==> config.mk <==
export PLATFORM = sky130hd
export DESIGN_NAME = path_delay_gen
export DESIGN_NICKNAME = d
export VERILOG_FILES = /design/src/rtl/path_delay_pkg.sv /design/src/rtl/path_delay_lane.sv /design/src/rtl/path_delay_gen.sv
export SDC_FILE = /design/constraint.sdc
export NUM_CORES = 1
export LEC_CHECK = 0
export ABC_AREA = 1
export CORE_MARGIN = 2
export CORE_UTILIZATION = 30
export DETAILED_ROUTE_END_ITERATION = 10
export PLACE_DENSITY_LB_ADDON = 0.12
export RECOVER_POWER = 100
export SETUP_SLACK_MARGIN = 0.5
export SYNTH_ARGS = -nofsm -noshare
export SYNTH_HDL_FRONTEND = slang
export SYNTH_SLANG_ARGS = --single-unit
==> constraint.sdc <==
create_clock -name clk -period 1.9 [get_ports clk]
set_input_delay 0.285 -clock clk [delete_from_list [all_inputs] [get_ports clk]]
set_output_delay 0.285 -clock clk [all_outputs]
set_load 0.02 [all_outputs]
==> src/rtl/path_delay_pkg.sv <==
// Shared types and helpers for path_delay_gen: lane FSM state, default delay width,
// and the zero-to-one delay mapping.
package path_delay_pkg;

  typedef enum logic {
    IDLE = 1'b0,
    PEND = 1'b1
  } lane_state_e;

  localparam int DLY_W_DEF = 8;

  // A programmed delay of 0 still needs one edge to register the output.
  function automatic logic [31:0] eff_delay(input logic [31:0] value);
    return (value == 32'd0) ? 32'd1 : value;
  endfunction

endpackage

==> src/rtl/path_delay_lane.sv <==
// One inertial-delay path: IDLE/PEND FSM, countdown and target bit. Change sampled at edge t
// reaches o_out at edge t+D unless reverted first. Optional o_cancel with PATH_DELAY_SHOWCANCELLED_EN.
module path_delay_lane
  import path_delay_pkg::*;
#(
  parameter int DLY_W = DLY_W_DEF
) (
  input  logic             clk,
  input  logic             rst_n,
  input  logic             i_in,
  input  logic [DLY_W-1:0] i_rise,
  input  logic [DLY_W-1:0] i_fall,
  output logic             o_out,
  output logic             o_busy
`ifdef PATH_DELAY_SHOWCANCELLED_EN
  ,
  output logic             o_cancel
`endif
);

  lane_state_e      r_state;
  logic [DLY_W-1:0] r_cnt;
  logic             r_tgt;
  logic             r_out;

  logic             w_diff;
  logic [DLY_W-1:0] w_sel;
  logic [DLY_W-1:0] w_load;

  assign w_diff = i_in ^ r_out;
  assign w_sel  = i_in ? i_rise : i_fall;
  assign w_load = DLY_W'(eff_delay(32'(w_sel)) - 32'd1);

  // A revert always wins over expiry, so the cancel check comes first.
  always_ff @(posedge clk or negedge rst_n) begin
    if (!rst_n) begin
      r_state <= IDLE;
      r_cnt   <= '0;
      r_tgt   <= 1'b0;
      r_out   <= 1'b0;
    end else begin
      case (r_state)
        IDLE: begin
          if (w_diff) begin
            r_state <= PEND;
            r_cnt   <= w_load;
            r_tgt   <= i_in;
          end
        end
        PEND: begin
          if (!w_diff) begin
            r_state <= IDLE;
            r_cnt   <= '0;
          end else if (r_cnt == '0) begin
            r_out   <= r_tgt;
            r_state <= IDLE;
          end else begin
            r_cnt <= r_cnt - DLY_W'(1);
          end
        end
        default: r_state <= IDLE;
      endcase
    end
  end

  assign o_out  = r_out;
  assign o_busy = (r_state == PEND);

`ifdef PATH_DELAY_SHOWCANCELLED_EN
  assign o_cancel = (r_state == PEND) && !w_diff;
`endif

endmodule

==> src/rtl/path_delay_gen.sv <==
// LANES independent inertial rise/fall path delays sharing one shadow config; all outputs registered.
// Define PATH_DELAY_SHOWCANCELLED_EN to add cancel_pulse and the saturating cancel_cnt.
module path_delay_gen
  import path_delay_pkg::*;
#(
  parameter int LANES = 4,
  parameter int DLY_W = DLY_W_DEF
) (
  input  logic             clk,
  input  logic             rst_n,
  input  logic             cfg_load,
  input  logic [DLY_W-1:0] cfg_rise,
  input  logic [DLY_W-1:0] cfg_fall,
  input  logic [LANES-1:0] in_sig,
  output logic [LANES-1:0] out_sig,
  output logic [LANES-1:0] busy
`ifdef PATH_DELAY_SHOWCANCELLED_EN
  ,
  output logic [LANES-1:0] cancel_pulse,
  output logic [15:0]      cancel_cnt
`endif
);

  logic [DLY_W-1:0] r_rise;
  logic [DLY_W-1:0] r_fall;

  // Lanes read the shadow copy, so a load at edge t only affects events scheduled after t.
  always_ff @(posedge clk or negedge rst_n) begin
    if (!rst_n) begin
      r_rise <= DLY_W'(1);
      r_fall <= DLY_W'(1);
    end else if (cfg_load) begin
      r_rise <= cfg_rise;
      r_fall <= cfg_fall;
    end
  end

`ifdef PATH_DELAY_SHOWCANCELLED_EN
  logic [LANES-1:0] w_cancel;
`endif

  for (genvar g = 0; g < LANES; g++) begin : g_lane
    path_delay_lane #(
      .DLY_W(DLY_W)
    ) u_lane (
      .clk     (clk),
      .rst_n   (rst_n),
      .i_in    (in_sig[g]),
      .i_rise  (r_rise),
      .i_fall  (r_fall),
      .o_out   (out_sig[g]),
      .o_busy  (busy[g])
`ifdef PATH_DELAY_SHOWCANCELLED_EN
      ,
      .o_cancel(w_cancel[g])
`endif
    );
  end

`ifdef PATH_DELAY_SHOWCANCELLED_EN
  logic [LANES-1:0] r_cancel_pulse;
  logic [15:0]      r_cancel_cnt;
  logic [5:0]       w_pop;
  logic [16:0]      w_sum;

  always_comb begin
    w_pop = '0;
    for (int i = 0; i < LANES; i++) begin
      w_pop = w_pop + 6'(w_cancel[i]);
    end
  end

  assign w_sum = {1'b0, r_cancel_cnt} + 17'(w_pop);

  always_ff @(posedge clk or negedge rst_n) begin
    if (!rst_n) begin
      r_cancel_pulse <= '0;
      r_cancel_cnt   <= '0;
    end else begin
      r_cancel_pulse <= w_cancel;
      r_cancel_cnt   <= w_sum[16] ? 16'hFFFF : w_sum[15:0];
    end
  end

  assign cancel_pulse = r_cancel_pulse;
  assign cancel_cnt   = r_cancel_cnt;
`endif

endmodule

* Yosys cells after proc, flatten, opt, wreduce, memory -nomap -nowiden
Cells that the tools add are included.
** Storage, ports and cells
- Memory bits (read-only) :: 0
- Memories kept :: 0
- RAM bits :: 0
- Input port bits :: 23
- Output and inout bits :: 8
- Register bits after elaboration :: 60
- Word-level logic and storage cells :: 102
- Latch bits :: 0
** Operators by class
- $add $sub $neg :: 8
- Equal/unequal tests :: 8
- Bitwise gates (word level) :: 8
- Reductions and logical operators :: 20
- Multipliers :: 0
- Shifts and indexed selects :: 0
- Muxes and demuxes :: 40
- Div/mod/pow operators :: 0
- Magnitude comparators :: 0
** Operators by type and width (number)
- 8-bit 2-to-1 mux :: 20
- 8-bit zero test :: 8
- 8-bit one-hot mux with 2 select lines :: 4
- 8-bit by 1-bit subtractor with 8-bit output, second input constant :: 8
- 2-bit AND reduction :: 8
- 1-bit 2-to-1 mux :: 12
- 3-bit != test, second input constant :: 4
- 3-bit AND reduction :: 4
- 2-bit by 1-bit != test with 1-bit output, second input constant :: 4
- 1-bit one-hot mux with 2 select lines :: 4
- 1-bit NOT :: 4
- 1-bit bitwise XOR :: 4

* Longest topological paths before layout
Gate-level depths: netlist of run 1.
- Depth in word-level cells :: 6
- Depth in mapped cells :: 14
- Gate-level depth less buffers :: 13

* Hierarchy
Synthesis of run 1 repeated with hierarchy kept, for this count alone.
** Second synthesis, totals
- Cell total of the unflattened synthesis :: 703
- Area, all modules :: 4919.7 um^2
** Modules (own cells, without submodules)
- path_delay_lane at g_lane[1].u_lane ... :: cells an instance 161, seq. area each 275.3 um^2, instances 2, area each 1097.3 um^2
- path_delay_lane at g_lane[3].u_lane :: cells an instance 157, seq. area each 275.3 um^2, instances 1, area each 1057.3 um^2
- path_delay_lane at g_lane[0].u_lane :: cells an instance 156, seq. area each 275.3 um^2, instances 1, area each 1021.0 um^2
- path_delay_gen :: cells an instance 68, seq. area each 402.9 um^2, instances 1, area each 646.9 um^2

* Least setup slack after synthesis of run 1
No wires, ideal clock.
- Path type :: input port to flip-flop
- From :: input port in_sig[1]
- To :: register g_lane[1].u_lane.r_cnt[4]
- Setup slack :: 0.181 ns
- Data arrival time :: 1.589 ns
- Stages on the path :: 9
- Library setup time :: 0.130 ns
- Cells stage by stage :: buf_4 o21ai_0 a21boi_1 ha_1 inv_1 o21ai_0 nand2_1 nand2_1 a31oi_1
** Between the ends
- Cells in the longest elaborated chain, start to end :: 6
** Ends and longest elaborated chain
- start, declared :: line path_delay_gen.sv:14 : input logic [LANES-1:0] in_sig,
- 8-bit 2-to-1 mux :: line path_delay_lane.sv:31 : assign w_sel = i_in ? i_rise : i_fall;
- 8-bit zero test :: line path_delay_pkg.sv:14 : return (value == 32'd0) ? 32'd1 : value;
- 8-bit 2-to-1 mux :: line path_delay_pkg.sv:14
- 8-bit by 1-bit subtractor with 8-bit output :: line path_delay_lane.sv:32 : assign w_load = DLY_W'(eff_delay(32'(w_sel)) - 32'd1);
- 8-bit 2-to-1 mux :: line path_delay_lane.sv:44 : if (w_diff) begin
- 8-bit one-hot mux with 2 select lines :: line path_delay_lane.sv:42 : case (r_state)
- end signal, assigned :: line path_delay_lane.sv:46 : r_cnt <= w_load;
- end signal, assigned :: line path_delay_lane.sv:58 : r_cnt <= r_cnt - DLY_W'(1);
- end, declared :: line path_delay_lane.sv:22 : logic [DLY_W-1:0] r_cnt;
Several ways; a longest one is shown, not always the timed one. The select of a mux whose other input is x is not followed.
A chain may end at the register's enable or synchronous reset.

* Final worst setup path of run 1
- From :: input port in_sig[0]
- To :: register g_lane[0].u_lane.r_cnt[4]
** Between the ends
- Cells in the longest elaborated chain, start to end :: 6
** Ends and longest elaborated chain (line)
- 8-bit 2-to-1 mux :: path_delay_lane.sv:31
- 8-bit zero test :: path_delay_pkg.sv:14
- 8-bit 2-to-1 mux :: path_delay_pkg.sv:14
- 8-bit by 1-bit subtractor with 8-bit output :: path_delay_lane.sv:32
- 8-bit 2-to-1 mux :: path_delay_lane.sv:44
- 8-bit one-hot mux with 2 select lines :: path_delay_lane.sv:42
- end signal, assigned :: path_delay_lane.sv:46
- end signal, assigned :: path_delay_lane.sv:58
- end, declared :: path_delay_lane.sv:22
Several ways; a longest one is shown, not always the timed one. The select of a mux whose other input is x is not followed.

==> metrics, run 1 <==
status=complete, no violations; Pins Over Slew Limit=0; CTS buffer count=9; Slew @ Worst Pin=897 ps; Yosys reg bits=60; CP arrival=1940 ps; slowest CP cell=bufbuf_16; setup TNS=0 ps; Setup Crit Path Kind=primary input to flip-flop; register area share after synthesis=34.2%; FF-to-FF path depth=12; switching pwr=3590 uW; async set or reset register ratio after synthesis=100%; Top FF cell, synth=dfrtp_1; Slew HR=40.2%; routability cong.=0.854; Syn. warnings=0; GR Overflow Total=0; initial antenna violation count=0; Mean Syn Cell Area=6.69 um2; Post-Syn Area=4390 um2; layout cells sized above 1=38.4%; Initial Util=30.4%; H-tree Lvls=3; Synth Area in XOR/XNOR=2.99%; part of the power in registers=26.4%; die area=15600 um2; Final Hold Vio Count=0; CP startpoint kind=primary input; count of final setup violators=0; via count=4768; row count=44; Layout area overhead=55.0%; Comb power frac=53.4%; CP required=2130 ps; # diodes=0; Int Pwr=4930 uW; hold path startpoint=cfg_rise[0]; DRT Wirelength=13500 um; switching portion of total power=42.1%; fin crit share=89.8%; RSZ-0062 raised after global routing=yes; multiplexer area fraction after synthesis=0.256%; Synth Area in Compound Gates=15.5%; syn_nets=691; TritonCTS Sinks=60; EDFF count, synth=0; adder-cell area share of the yosys netlist=3.42%; max_cap viols=0; global-route wire length before repair=22100 um; CTS tree=yes; Slowest Stage Delay on Critical Path=310 ps; final worst clock skew=9.19 ps; cell area after layout=6810 um2; DR WL/cell=13.4 um; peak supply drop=452 uV; Clk Latency, worst-skew pair=350 ps; Root Buffer=clkbuf_16; Area contributors post-synth=dfrtp_1 33%, nand2_1 16%, inv_1 7.1%, nor2_1 6.1%, o21ai_0 5.0%; top cell type's share of synthesized area=33.0%; register-to-register setup slack=210 ps; pwr dens=1250 nW/um2; maximum root-to-sink buffer count=2; Fillers=1481; layout net count=858; Clock transition at path regs=50 ps; die height=125 um; main combinational cell family by area after synthesis=simple AND/OR/NAND/NOR gates; Multi-input gate area=2940 um2; Max Fclk=0.586 GHz; Boundary Pins=31; largest net degree at the start of global routing=61; P_leak=0.00332 uW; drc violations=0; vias in the first global route=4675; Hold Crit Class=primary input to flip-flop; crit path max fanout=8; Final min period=1710 ps; register area=1510 um2; All-Layer GR Usage=17.5%; area share of and/or/nand/nor cells after synthesis=32.9%; Total Power=8520 uW; Antenna Nets Post-Route=0; Hold Path Depth=3; Port Buffer Count=30; Post-Synthesis Cells=656; nature of the critical path endpoint=flip-flop; end of the worst hold path=r_rise[0]; RR Endpoint=g_lane[2].u_lane.r_cnt[2]; die width=125 um; distinct cell type count after synthesis=36; pre-CTS WS=-354 ps; post-route setup slack=194 ps; most area-hungry cell type in the Yosys netlist=dfrtp_1; Top cell by count, worst path=nand2_1; Final HPWL DP=8870 um; crit-path cells=clkdlybuf4s25_1, bufbuf_16, o21ai_4, nor2_4, a21boi_2, ha_4, nand2_1, xor2_1, nand2_1, o21ai_1, nand2_1, nand2_1; routed vias/inst=4.71; Area after DPL=5540 um2; Clock power frac=20.2%; Pre-Repair DR Iteration Count=4; Core Box Area=14400 um2; worst r2r src=r_fall[1]; initial drt markers=291
## power by group through the flow
stage / combinational [uW] / clock, uW / sequential, uW
after floorplan: 2690 / 0 / 2110
after global placement: 3730 / 0 / 2200
after detailed placement: 3770 / 0 / 2210
after CTS: 4310 / 1770 / 2220
after global routing: 5090 / 1820 / 2320
final: 4550 / 1720 / 2250
## registers in the layout, indices dropped and copies added, names as in the netlist
register              flops
r_fall                    8
g_lane.u_lane.o_out       4
g_lane.u_lane.r_tgt       4
g_lane.u_lane.o_busy      4
r_rise                    8
g_lane.u_lane.r_cnt      32
## cell families (layout without fill, tap and decap cells)
family	count (synthesis)	after routing
flops	60	60
xor+xnor	15	15
compound gates	117	117
buf+inv	109	281
fa+ha+maj	12	12
mux	1	1
simple gates	342	342
## synthesized netlist by cell type (2+ instances only)
cell,instances
nand2_1,193
inv_1,83
nor2_1,71
dfrtp_1,58
o21ai_0,44
nand3_1,37
a21oi_1,36
nand4_1,20
ha_1,12
buf_4,10
xor2_1,10
a22oi_1,7
inv_2,7
nand2_2,7
a31oi_1,5
nor2_2,5
o21ai_1,5
xnor2_1,5
a21boi_1,4
o21ai_2,4
o22ai_1,4
clkbuf_1,3
nor3_1,3
o31ai_1,3
or2_2,3
a31o_2,2
buf_2,2
buf_6,2
dfstp_2,2
nor2_4,2
o21ai_4,2
## routing by layer
metal  track usage (%)  wire length (um)  up-vias
met3              2.61               366       19
met2              28.9              6540       69
met4              7.84               294        0
li1                  -                 -     2450
met1              22.7              6330     2230
met5                 0                 0        -
## placed cells by master (no fill, tap or decap), types with 4 or more instances in the layout
cell	count
a21oi_2	8
a22oi_2	4
nand2_2	43
clkdlybuf4s25_1	4
a31oi_1	5
inv_4	7
nand2_4	6
o21ai_2	7
dlygate4sd2_1	6
inv_2	21
clkbuf_16	9
dfrtp_1	54
nand3_1	28
ha_4	5
nand2_1	151
inv_1	64
ha_1	6
dfrtp_2	4
nor2_4	15
o21ai_0	32
a21oi_1	28
nand4_1	20
nor2_1	53
buf_6	14
clkbuf_1	4
o21ai_1	11
clkdlybuf4s50_1	16
o21ai_4	5
xor2_1	10
xnor2_1	4
nor2_2	10
buf_4	119
clkbuf_8	6
nand3_2	8
## worst max path at each step
stage,startpoint,cells past startpoint,end,slack (ps)
floorplan,in_sig[0],14,g_lane[0].u_lane.r_cnt[4],290
global placement,in_sig[0],15,g_lane[0].u_lane.r_cnt[4],-330
detailed placement,in_sig[3],12,g_lane[3].u_lane.r_cnt[4],-350
CTS,r_rise[6],12,g_lane[2].u_lane.r_cnt[2],230
global route,r_fall[1],13,g_lane[0].u_lane.r_cnt[4],60
finish,in_sig[0],12,g_lane[0].u_lane.r_cnt[4],190
## worst max-delay path: cells and delay by family
family | cells | cell delay, ps
buf+inv | 2 | 610
simple gates | 5 | 280
fa+ha+maj | 1 | 180
compound gates | 3 | 440
xor+xnor | 1 | 140
## per-stage QoR
step,util [%],instances,hold WS (ps)
global route,47.2,1012,502
detailed placement,38.4,928,333
finish,47.2,1012,480
global placement,38.4,928,331
CTS,45.5,994,468
floorplan,-,656,-10.6
## final cells by class
class,instances,share of cell area [%]
Multi-Input combinational cell,487,43.2
Sequential cell,60,22.2
Timing Repair Buffer,172,21.2
Inverter,92,5.41
Clock buffer,16,4.58
Tap cell,184,3.38
Timing Repair inverter,1,0.0552
## timing repair
| action | CTS | global route |
|---|---|---|
| gates resized for setup | 112 | 60 |
| cloned | 3 | 0 |
| buffers inserted | 46 | 18 |
| endpoints found under the setup margin | 46 | 38 |
| pin swaps | 53 | 29 |
| hold buffers | 1 | 0 |
| hold endpoints to repair | 58 | 0 |
Note: power is estimated with default switching activity, not from simulation.
==> inputs of run 2 (changes only) <==
- CELL_PAD_IN_SITES_DETAIL_PLACEMENT: default -> 1
- CELL_PAD_IN_SITES_GLOBAL_PLACEMENT: default -> 2
==> run 2 against run 1 <==
- global-route usage rose by 3.3 points
- critical path depth did not move
- sequential share of layout area fell by 0.99 points
- wire length rose by 20%
- sequential power barely moved
- utilization rose by 2.2 points
- first-iteration DRC count fell by 22%
==> metrics, run 2 (synthesis gave the netlist of run 1 again) <==
largest registers=g_lane.u_lane.r_cnt (32), r_fall (8), r_rise (8) (unchanged); worst path buffer plus inverter count=1 (was 2); initial antenna violation count=0 (unchanged); GR Util met2=35.1% (was 28.9%); Slew @ Worst Pin=945 ps (was 897 ps); Fillers=1787 (was 1481); CTS buffer count=9 (unchanged); initial drt markers=228 (was 291); slowest CP cell=dfrtp_1 (was bufbuf_16); crit-path cells=inv_2, nand2_1, nand2_1, nand2_2, nor2_4, a21boi_2, ha_4, or2_4, nand3_2, o21ai_2, nand2_1, nand2_1 (was clkdlybuf4s25_1, bufbuf_16, o21ai_4, nor2_4, a21boi_2, ha_4, nand2_1, xor2_1, nand2_1, o21ai_1, nand2_1, nand2_1); All-Layer GR Usage=20.8% (was 17.5%); status=complete, no violations (unchanged); # diodes=0 (unchanged); routability cong.=0.830 (was 0.854); largest net degree at the start of global routing=61 (unchanged); Final min period=1750 ps (was 1710 ps); commonest non-fill, non-tap cell in the layout=nand2_1 (unchanged); Layout area overhead=62.3% (was 55.0%); peak supply drop=484 uV (was 452 uV); via count=5032 (was 4768); maximum root-to-sink buffer count=2 (unchanged); count of final setup violators=0 (unchanged); vias in the first global route=5400 (was 4675); CP arrival=1990 ps (was 1940 ps); Initial Util=30.4% (unchanged); max_cap viols=0 (unchanged); routed vias/inst=4.93 (was 4.71); Pins Over Slew Limit=0 (unchanged); met1 GRT Util=27.4% (was 22.7%); Setup Crit Path Kind=flip-flop to flip-flop (was primary input to flip-flop); die height=125 um (unchanged); Top cell by count, worst path=nand2_1 (unchanged); Root Buffer=clkbuf_16 (unchanged); layout cells sized above 1=44.8% (was 38.4%); commonest cells after routing, fill and taps aside=124 x nand2_1, 116 x buf_4, 70 x nand2_2 (was 151 x nand2_1, 119 x buf_4, 64 x inv_1); cell family with most CP delay=simple AND/OR/NAND/NOR gates (was buffers and inverters); fin crit share=92.1% (was 89.8%); row count=44 (unchanged); die area=15600 um2 (unchanged); Boundary Pins=31 (unchanged); Max Fclk=0.572 GHz (was 0.586 GHz); CP required=2140 ps (was 2130 ps); register-to-register setup slack=150 ps (was 210 ps); setup TNS=0 ps (unchanged); die width=125 um (unchanged); H-tree Lvls=3 (unchanged); Slowest Stage Delay on Critical Path=370 ps (was 310 ps); Port Buffer Count=30 (unchanged); TritonCTS Sinks=60 (unchanged); max reg flops=32 (unchanged); pwr dens=1270 nW/um2 (was 1250 nW/um2); Clock transition at path regs=60 ps (was 50 ps); Final HPWL DP=10600 um (was 8870 um); Most flops, register=g_lane.u_lane.r_cnt (unchanged); Hold Crit Class=primary input to flip-flop (unchanged); crit path max fanout=5 (was 8); GR Overflow Total=0 (unchanged); Global Route met3 Usage=2.91% (was 2.61%); Total Power=9030 uW (was 8520 uW); global-route wire length before repair=26500 um (was 22100 um); DR WL/cell=15.9 um (was 13.4 um); CP startpoint kind=flip-flop (was primary input); global route hottest layer=met2 (unchanged); Core Box Area=14400 um2 (unchanged); DRT Wirelength=16200 um (was 13500 um); CTS tree=yes (unchanged); drc violations=0 (unchanged); Pre-Repair DR Iteration Count=4 (unchanged); Antenna Nets Post-Route=0 (unchanged); Final Hold Vio Count=0 (unchanged); Clk Latency, worst-skew pair=350 ps (about the same); P_leak=0.00340 uW (was 0.00332 uW); Slew HR=37.0% (was 40.2%); RSZ-0062 raised after global routing=yes (unchanged); nature of the critical path endpoint=flip-flop (unchanged); layout net count=867 (was 858); final worst clock skew=8.78 ps (was 9.19 ps)
run 2: changes by cell type in the layout (fill, tap and decap cells not counted), sizes merged:
cell,change
clkdlybuf4s25,-3
clkinvlp,+3
clkdlybuf4s15,+3
clkbuf,-2
inv,-3
clkinv,+2
buf,+8
bufinv,+1
run 2: final cells by class:
type,count,area (um2),area share (%)
repair buffers,182,1590,22.2
multi-input cells,487,3120,43.7
clock inverters,4,47.5,0.667
flip-flops and latches,60,1510,21.2
inverters,92,383,5.37
well taps,184,230,3.23
clock buffers,12,256,3.60
run 2: path summary, 6_finish.rpt:
kind | cells past startpoint | start | end
min | 3 | cfg_rise[0] | r_rise[0]
min reg2reg | 2 | g_lane[0].u_lane.r_tgt | g_lane[0].u_lane.o_out
min in group asynchronous | 3 | rst_n | g_lane[3].u_lane.r_cnt[6]
max | 12 | r_rise[7] | g_lane[2].u_lane.r_cnt[2]
max reg2reg | 12 | r_rise[7] | g_lane[2].u_lane.r_cnt[2]
max in group asynchronous | 3 | rst_n | g_lane[2].u_lane.r_cnt[2]
run 2: worst register-to-register path, stage by stage, from the launching register on:
cell      delay (ps)
dfrtp_1          370
inv_2            140
nand2_1           70
nand2_1          120
nand2_2           90
nor2_4           100
a21boi_2         100
ha_4             190
or2_4            230
nand3_2           60
o21ai_2           60
nand2_1           60
nand2_1           50
run 2: what timing repair did:
action / CTS / global route
buffers inserted: 48 / 20
gates cloned: 2 / 0
endpoints found under the hold margin: 58 / 0
hold buffers: 1 / 0
resized for setup: 154 / 87
endpoints found under the setup margin: 47 / 38
pin swaps: 64 / 54
run 2: power breakdown:
group / internal [uW] / switching (uW)
Clock: 1080 / 648
Sequential: 1790 / 490
Combinational: 2250 / 2770
run 2: through the flow:
step	worst slack [ps]	hold slack, ps	util [%]	instance area (um2)	cells
final	151	483	49.4	7130	1021
after global placement	-358	333	38.9	5610	934
after global routing	26.9	513	49.4	7130	1021
after detailed placement	-396	334	38.9	5610	934
after floorplan	288	-10.6	-	4550	656
after CTS	230	482	46.9	6770	1001
run 2: routing by layer:
metal  share of wire [%]  routed length, um  vias to the layer above
met4                 2.0                327                        0
li1                    -                  -                     2463
met2                  50               8050                       73
met1                  45               7330                     2471
met3                 3.1                506                       25
met5                   0                  0                        -
==> inputs of run 3 (changes only) <==
- GPL_TIMING_DRIVEN: default -> 0
- SYNTH_HIERARCHICAL: default -> 1
==> run 3 against run 2 <==
- critical path depth did not move
- clock skew rose by 0.63 ps
- global-route usage fell by 2.5 points
- non-clock buffer count fell by 58
- critical path type unchanged
- highest routed layer unchanged
==> metrics, run 3 <==
routed vias/inst=4.68 (was 4.93); Core Box Area=15900 um2 (was 14400 um2); via count=4900 (was 5032); DR WL/cell=15.2 um (was 15.9 um); switching portion of total power=43.3% (about the same); final worst clock skew=9.42 ps (was 8.78 ps); Final min period=1820 ps (was 1750 ps); worst r2r src=r_fall[1] (was r_rise[7]); largest net degree at the start of global routing=61 (unchanged); Top FF cell, synth=dfrtp_1 (unchanged); hold buffer count at CTS=0 (was 1); Comb power frac=54.3% (was 55.6%); Hold Crit Class=primary input to async pin (was primary input to flip-flop); layout net count=862 (was 867); Post-Synthesis Cells=703 (was 656); Clock transition at path regs=60 ps (about the same); fin crit share=95.8% (was 92.1%); routability cong.=0.815 (was 0.830); max_cap viols=0 (unchanged); global-route wire length before repair=25700 um (was 26500 um); # diodes=0 (unchanged); P_leak=0.00346 uW (was 0.00340 uW); syn_nets=738 (was 691); register area share after synthesis=30.6% (was 34.2%); CTS tree=yes (unchanged); Antenna Nets Post-Route=0 (unchanged); Final Hold Vio Count=0 (unchanged); vias in the first global route=5098 (was 5400); most common cell in the synthesized netlist=nand2_1 (unchanged); Slew @ Worst Pin=864 ps (was 945 ps); H-tree Lvls=3 (unchanged); Int Pwr=4820 uW (was 5120 uW); Final HPWL DP=10500 um (was 10600 um); initial antenna violation count=0 (unchanged); Pins Over Slew Limit=0 (unchanged); crit path max fanout=5 (unchanged); initial drt markers=139 (was 228); pwr dens=1180 nW/um2 (was 1270 nW/um2); nature of the critical path endpoint=flip-flop (unchanged); maximum root-to-sink buffer count=2 (unchanged); Port Buffer Count=29 (was 30); crit path from=r_fall[1] (was r_rise[7]); top cell type's share of synthesized area=29.5% (was 33.0%); GR Overflow Total=0 (unchanged); commonest cells after routing, fill and taps aside=146 x nand2_1, 82 x inv_1, 75 x buf_4 (was 124 x nand2_1, 116 x buf_4, 70 x nand2_2); Max Fclk=0.549 GHz (was 0.572 GHz); All-Layer GR Usage=18.2% (was 20.8%); Yosys reg bits=60 (unchanged); async set or reset register ratio after synthesis=100% (unchanged); DRT Wirelength=15900 um (was 16200 um); drc violations=0 (unchanged); Mean Syn Cell Area=7.00 um2 (was 6.69 um2); die width=132 um (was 125 um); most area-hungry cell type in the Yosys netlist=dfrtp_1 (unchanged); max reg flops=32 (unchanged); die area=17400 um2 (was 15600 um2); Initial Util=30.9% (was 30.4%); Placed Cells incl. Taps=948 (was 934); peak supply drop=629 uV (was 484 uV); Boundary Pins=31 (unchanged); Pre-Repair DR Iteration Count=4 (unchanged); commonest non-fill, non-tap cell in the layout=nand2_1 (unchanged); Layout area overhead=46.3% (was 62.3%); synth cell count leaders=175 x nand2_1, 113 x inv_1, 61 x nor2_1, 58 x dfrtp_1, 41 x nand3_1 (was 193 x nand2_1, 83 x inv_1, 71 x nor2_1, 58 x dfrtp_1, 44 x o21ai_0); die height=132 um (was 125 um); RSZ-0062 raised after global routing=yes (unchanged); switching pwr=3690 uW (was 3910 uW); Clk Latency, worst-skew pair=340 ps (was 350 ps); CP arrival=2050 ps (was 1990 ps); Fillers=1931 (was 1787); Syn. warnings=6 (was 0); distinct cell type count after synthesis=40 (was 36); CP required=2130 ps (was 2140 ps); largest registers=g_lane.u_lane/r_cnt (32), r_fall (8), r_rise (8) (was g_lane.u_lane.r_cnt (32), r_fall (8), r_rise (8)); part of the power in registers=26.0% (was 25.3%); Non-Filler Instances=1048 (was 1021); worst hold slack=46.2 ps (was 483 ps); Setup Crit Path Kind=flip-flop to flip-flop (unchanged); CTS buffer count=9 (unchanged); Clock power frac=19.7% (was 19.2%); Root Buffer=clkbuf_16 (unchanged); EDFF count, synth=0 (unchanged); count of final setup violators=0 (unchanged); status=complete, no violations (unchanged); Slew HR=42.4% (was 37.0%); Post-Syn Area=4920 um2 (was 4390 um2); Most flops, register=g_lane.u_lane/r_cnt (was g_lane.u_lane.r_cnt); layout cells sized above 1=44.5% (was 44.8%); CP startpoint kind=flip-flop (unchanged); row count=46 (was 44); Area contributors post-synth=dfrtp_1 30%, nand2_1 13%, inv_1 8.6%, nand2_2 5.1%, nor2_1 4.7% (was dfrtp_1 33%, nand2_1 16%, inv_1 7.1%, nor2_1 6.1%, o21ai_0 5.0%); TritonCTS Sinks=60 (unchanged)
[run 3: final timing paths]
| kind | end | slack (ps) | cells past startpoint |
|---|---|---|---|
| setup / recovery | g_lane[1].u_lane/r_cnt[4] | 80 | 12 |
| hold / removal | g_lane[3].u_lane/r_cnt[4] | 50 | 1 |
| setup reg to reg | g_lane[1].u_lane/r_cnt[4] | 80 | 12 |
| hold reg to reg | g_lane[1].u_lane/o_out | 490 | 2 |
| max in group asynchronous | r_fall[1] | 1220 | 1 |
| min in group clk | r_fall[0] | 180 | 3 |
[run 3: kinds of logic (layout without fill, tap and decap cells)]
family	Yosys count	count (layout)	share of synthesized area [%]
flip-flops	60	60	30.6
AO/OA/AOI/OAI	98	98	11.8
adder cells (fa/ha/maj)	12	12	3.05
AND/OR/NAND/NOR	368	368	36.6
buffers and inverters	145	274	13.6
XOR/XNOR	16	16	2.85
multiplexers	4	4	1.48
[run 3: area by class of cell]
cell class | count | area [um2] | area share, %
Buffer | 11 | 156 | 2.17
Clock buffer | 14 | 254 | 3.53
Clock inverter | 2 | 35.0 | 0.487
Inverter | 134 | 549 | 7.63
Multi-Input combinational cell | 498 | 3430 | 47.6
Sequential cell | 60 | 1530 | 21.2
Tap cell | 216 | 270 | 3.75
Timing Repair Buffer | 113 | 978 | 13.6
[run 3: per-layer routing]
| layer | wire length, um | GRT usage, % | up-vias | part of all wire, % |
|---|---|---|---|---|
| met4 | 180 | 5.19 | 0 | 1.1 |
| li1 | - | - | 2460 | - |
| met5 | 0 | 0 | - | 0 |
| met2 | 7690 | 30.2 | 45 | 48 |
| met3 | 308 | 2.35 | 12 | 1.9 |
| met1 | 7710 | 24.9 | 2383 | 49 |
[run 3: power groups by stage]
stage	clock network, uW	logic [uW]	registers (uW)
after global routing	1770	5110	2280
after floorplan	0	2490	2140
after CTS	1730	4180	2200
final	1670	4620	2220
after global placement	0	3270	2180
after detailed placement	0	3370	2200
[run 3: critical path, cell delays in order, from the launching register on]
cell and delay [ps]:
dfrtp_2 500, inv_2 60, nand2_2 90, nand2_4 50, nand2_4 80, nor2_4 50, a21boi_4 190, ha_4 190
nand3_4 100, o21ai_1 190, o21ai_1 90, nand2_1 60, o21ai_1 60
[run 3: timing repair]
action,CTS,global route
pin swaps,48,40
resized for setup,147,78
buffers inserted,57,24
setup endpoints to repair,40,33
cloned,3,0
[run 3: per-stage QoR]
step                setup slack [ps]  util, %  power [uW]  area, um2  setup TNS, ps
finish                          79.6     45.1        8510       7200              0
global route                   -4.97     45.1        9160       7200          -8.80
CTS                              125     42.3        8110       6740              0
detailed placement              -554     34.9        5570       5560          -8110
global placement               -2120     34.9        5450       5570        -117470
floorplan                        324        -        4630       5000              0
==> patch 1, RTL diff (settings of run 1) <==
Register the output `out_sig`; this adds one clock of latency there. The other outputs are not delayed to match.
--- a/src/rtl/path_delay_gen.sv
+++ b/src/rtl/path_delay_gen.sv
@@ -20,6 +20,8 @@
   output logic [15:0]      cancel_cnt
 `endif
 );
+
+  logic [LANES-1:0] out_sig_d;
 
   logic [DLY_W-1:0] r_rise;
   logic [DLY_W-1:0] r_fall;
@@ -48,7 +50,7 @@
       .i_in    (in_sig[g]),
       .i_rise  (r_rise),
       .i_fall  (r_fall),
-      .o_out   (out_sig[g]),
+      .o_out   (out_sig_d[g]),
       .o_busy  (busy[g])
 `ifdef PATH_DELAY_SHOWCANCELLED_EN
       ,
@@ -86,5 +88,9 @@
   assign cancel_cnt   = r_cancel_cnt;
 `endif
 
+  always_ff @(posedge clk) begin
+    out_sig <= out_sig_d;
+  end
+
 endmodule
 
Formal check against the unedited RTL: not equivalent (a bounded check fails within 4 cycles, from zero or initial values and one cycle with rst_n low).
==> patch 1 against run 1 <==
Cell area up 4.8%. Synthesized cell count down 2.4%. Routed wire length up 0.98%. Power down 2.4%. Area after synthesis up 2.0%. Worst setup slack worse by 72 ps. Sequential share of layout area up 0.072 points. Sequential cell count up 4. Critical path type unchanged. Critical endpoint is now g_lane[1].u_lane.r_cnt[6]. Highest routed layer unchanged.
==> patch 1: results (changes against run 1) <==
Fillers: 1411 (-4.7%)
R2R Setup Slk: 150 ps (-60 ps)
Hold WC Path Type: flip-flop to flip-flop
Total design power: 8.32 mW (-2.4%)
GRT Util Overall: 17.0% (-0.53 points)
CP max stage delay: 280 ps (-30 ps)
Invs w/o clock: 96 (+3.2%)
Area of the multi-input gates: 3080 um2 (+4.8%)
Clock network contribution to total cell area: 4.47% (-0.10 points)
First-pass GRT wire length: 21900 um (-0.91%)
Final WL: 13700 um (+0.98%)
Crit-path leading delay family: simple AND/OR/NAND/NOR gates
Maximum vdd drop: 0.637 mV (+41%)
Area Growth Syn to Fin: 59.2%
Top cells by count, synth: nand2_1, inv_1, dfrtp_1, nor2_1, nand3_1
Worst reg2reg path startpoint: r_fall[3]
Critical path startpoint: in_sig[1]
Worst EP arrival: 2040 ps (+100 ps)
Multi-In Gates: 468 (-3.9%)
Area post-placement: 5680 um2 (+2.5%)
Slowest stage cell, crit path: dlygate4sd2_1
Placed Cells incl. Taps: 929 (+0.11%)
Synth cell types: 37 (+2.8%)
Routed vias: 4786 (+0.38%)
Hold Path Cell Cnt: 0 (-3)
Status: finished, final reports clean
Post-CTS setup buffers: 41 (-11%)
Cells taking the most area after synthesis: dfrtp_1, nand2_1, inv_1
Seq/Total Area, Yosys: 35.4% (+1.1 points)
Clock share of power: 21.4% (+1.2 points)
Hold Path Sink: out_sig[1]
Fraction of area in multi-input gates: 43.2% (about the same)
Layout net count: 853 (-0.58%)
Post-Route Skew: 4.94 ps (-4.25 ps)
Buffering overhead: 21.4% (+0.24 points)
Clock Sinks: 64 (+6.7%)
-- patch 1: cell types whose count changed in the layout (fill, tap and decap cells not counted), sizes merged, moves of 3 or more --
cell	run 1	this run
nand2	201	184
a21oi	36	39
nor2	78	69
o21ai	55	48
dfxtp	0	4
clkbuf	22	19
a31oi	5	1
buf	136	145
nand3	37	47
xor2	10	17
a32oi	0	3
-- patch 1: layer usage --
layer	track usage (%)	up-vias	wire (um)	part of all wire, %
li1	-	2421	-	-
met3	4.04	18	497	3.6
met4	4.91	0	240	1.8
met1	21.7	2283	6210	45
met2	28.5	64	6720	49
met5	0	-	0	0
-- patch 1: cell families after synthesis --
kind of cell	after synthesis	share of synthesized area, %
xor+xnor	21	4.10
fa+ha+maj	12	3.35
flops	64	35.4
simple gates	321	32.2
compound gates	112	14.5
mux	1	0.251
buf+inv	109	10.3
==> patch 2, RTL diff (flow settings as in run 1) <==
Without the edit above. The option `PATH_DELAY_SHOWCANCELLED_EN` is turned on by a define.
--- a/src/rtl/path_delay_lane.sv
+++ b/src/rtl/path_delay_lane.sv
@@ -1,5 +1,7 @@
 // One inertial-delay path: IDLE/PEND FSM, countdown and target bit. Change sampled at edge t
 // reaches o_out at edge t+D unless reverted first. Optional o_cancel with PATH_DELAY_SHOWCANCELLED_EN.
+`define PATH_DELAY_SHOWCANCELLED_EN
+
 module path_delay_lane
   import path_delay_pkg::*;
 #(
Check against the original RTL (old outputs only; new: cancel_cnt and cancel_pulse): equivalent (Yosys induction, for registers that start in step).
==> patch 2 against run 1 <==
The run now ends with negative setup slack left. Core utilization grew 4.3 points. Sequential cell count rose by 20. Routed wire length is 33% higher. Worst hold slack worse by 120 ps. Power increased by 38%. Worst setup slack got worse by 1200 ps. Area after synthesis is 24% higher. Final cell count grew 25%. Fmax shrank 41%. Clock power up 16%. Combinational power increased by 51%. Cell area up 35%.
==> patch 2: results (changes against run 1) <==
Initial DRC Count: 283 (-2.7%)
PnR worst setup slack: -1000 ps (-1200 ps)
Final WL: 18000 um (+33%)
Fillers: 1687 (+14%)
Int Pwr: 6.83 mW (+38%)
Setup violators final: 17 (+17)
Layout net count: 1066 (+24%)
Area post-placement: 7100 um2 (+28%)
Port buffer count: 50 (+67%)
Detailed Routing Iterations Pass 1: 5 (+1)
Cells taking the most area after synthesis: dfrtp_1, nand2_1, inv_1
Top cells by count, synth: nand2_1, inv_1, dfrtp_1
Vias per cell: 4.71 (about the same)
Post-DR wirelength/cell: 14.3 um (+6.8%)
Worst Tran Pin Value: 1160 ps (+265 ps)
Status: finished with violations
First-pass GRT wire length: 28200 um (+28%)
Post-Place Worst Slack: -1430 ps (-1070 ps)
Maximum vdd drop: 0.734 mV (+62%)
Slowest stage cell, crit path: fa_1
GRT Util Overall: 17.8% (+0.28 points)
Syn_area_per_cell: 7.05 um2 (+5.3%)
CP max FO: 4 (-4)
Syn nets: 814 (+18%)
Routability congestion estimate: 0.831 (-2.6%)
Failing checks: negative setup slack
Synth cell types: 37 (+2.8%)
Setup TNS: -16240 ps (-16240 ps)
Post-Route Skew: 16.1 ps (+6.95 ps)
Vias in the first global route: 5894 (+26%)
Seq/Total Area, Yosys: 36.7% (+2.4 points)
CP max stage delay: 510 ps (+200 ps)
HPWL after DPL: 11200 um (+27%)
Share of cells above drive strength 1: 51.0% (+13 points)
Worst EP arrival: 3180 ps (+1240 ps)
Largest net degree at the start of global routing: 81 (+33%)
Clock Pin Slew Worst Setup and Hold Paths: 70 ps (+20 ps)
Leak: 4.46 nW (+35%)
==> patch 2: worst paths after layout <==
check,from,to,slack (ps),cells after the start
worst max-delay path,g_lane[2].u_lane.o_out,cancel_cnt[12],-1000,17
worst min-delay path,in_sig[0],g_lane[0].u_lane.r_tgt,360,5
worst max register to register,g_lane[2].u_lane.o_out,cancel_cnt[12],-1000,17
worst min register to register,g_lane[3].u_lane.r_tgt,g_lane[3].u_lane.o_out,500,2
max in group asynchronous,rst_n,r_rise[6],230,3
min in group asynchronous,rst_n,g_lane[0].u_lane.r_cnt[6],860,3
==> patch 2: layer usage <==
metal / vias to the layer above / share of wire, % / track usage [%]
met4: 0 / 1.6 / 6.17
met3: 23 / 2.9 / 2.69
li1: 2958 / - / -
met2: 99 / 50 / 29.8
met5: - / 0 / 0
met1: 2861 / 45 / 23.4
==> patch 2: cells by family (layout without fill, tap and decap cells) <==
family / after synthesis / in the layout / share of synthesized area (%)
adder cells (fa/ha/maj): 16 / 16 / 4.08
buffers and inverters: 145 / 402 / 11.4
AND/OR/NAND/NOR: 397 / 397 / 32.1
XOR/XNOR: 26 / 26 / 4.17
multiplexers: 3 / 3 / 0.618
flip-flops: 80 / 80 / 36.7
AO/OA/AOI/OAI: 108 / 108 / 11.0
==> patch 2: critical path: cells and delay by family (launching register included) <==
kind | cells | cell delay, ps
flops | 1 | 400
simple gates | 8 | 850
fa+ha+maj | 3 | 1070
buf+inv | 5 | 410
compound gates | 1 | 100
==> patch 2: power groups by stage <==
| stage | Clock (mW) | Sequential, mW | Combinational [mW] |
|---|---|---|---|
| floorplan | 0 | 2.87 | 3.09 |
| global placement | 0 | 2.79 | 4.84 |
| detailed placement | 0 | 2.79 | 4.90 |
| CTS | 2.04 | 2.81 | 6.14 |
| global route | 2.11 | 2.94 | 7.56 |
| finish | 2.00 | 2.86 | 6.89 |
==> patch 2: repair_timing <==
item / in CTS / in global routing
pin swaps: 95 / 64
buffers inserted: 76 / 24
gates resized for setup: 270 / 129
gates cloned: 1 / 0
endpoints found under the setup margin: 77 / 68
endpoints found under the hold margin: 16 / 0
hold buffers: 1 / 0
==> patch 2: metrics by stage <==
step | power, mW | hold WS [ps]
floorplan | 5.96 | -10.6
global placement | 7.63 | 360
detailed placement | 7.69 | 364
CTS | 11.0 | 423
global route | 12.6 | 370
finish | 11.7 | 356
==> patch 2: area by class of cell <==
cell class | instances | area, um2 | share of cell area [%]
Clock inverter | 2 | 60.1 | 0.652
Sequential cell | 80 | 2010 | 21.8
Multi-Input combinational cell | 550 | 3830 | 41.6
Timing Repair inverter | 1 | 7.51 | 0.0815
Timing Repair Buffer | 260 | 2240 | 24.4
Clock buffer | 14 | 274 | 2.97
Inverter | 125 | 499 | 5.42
Tap cell | 229 | 287 | 3.11
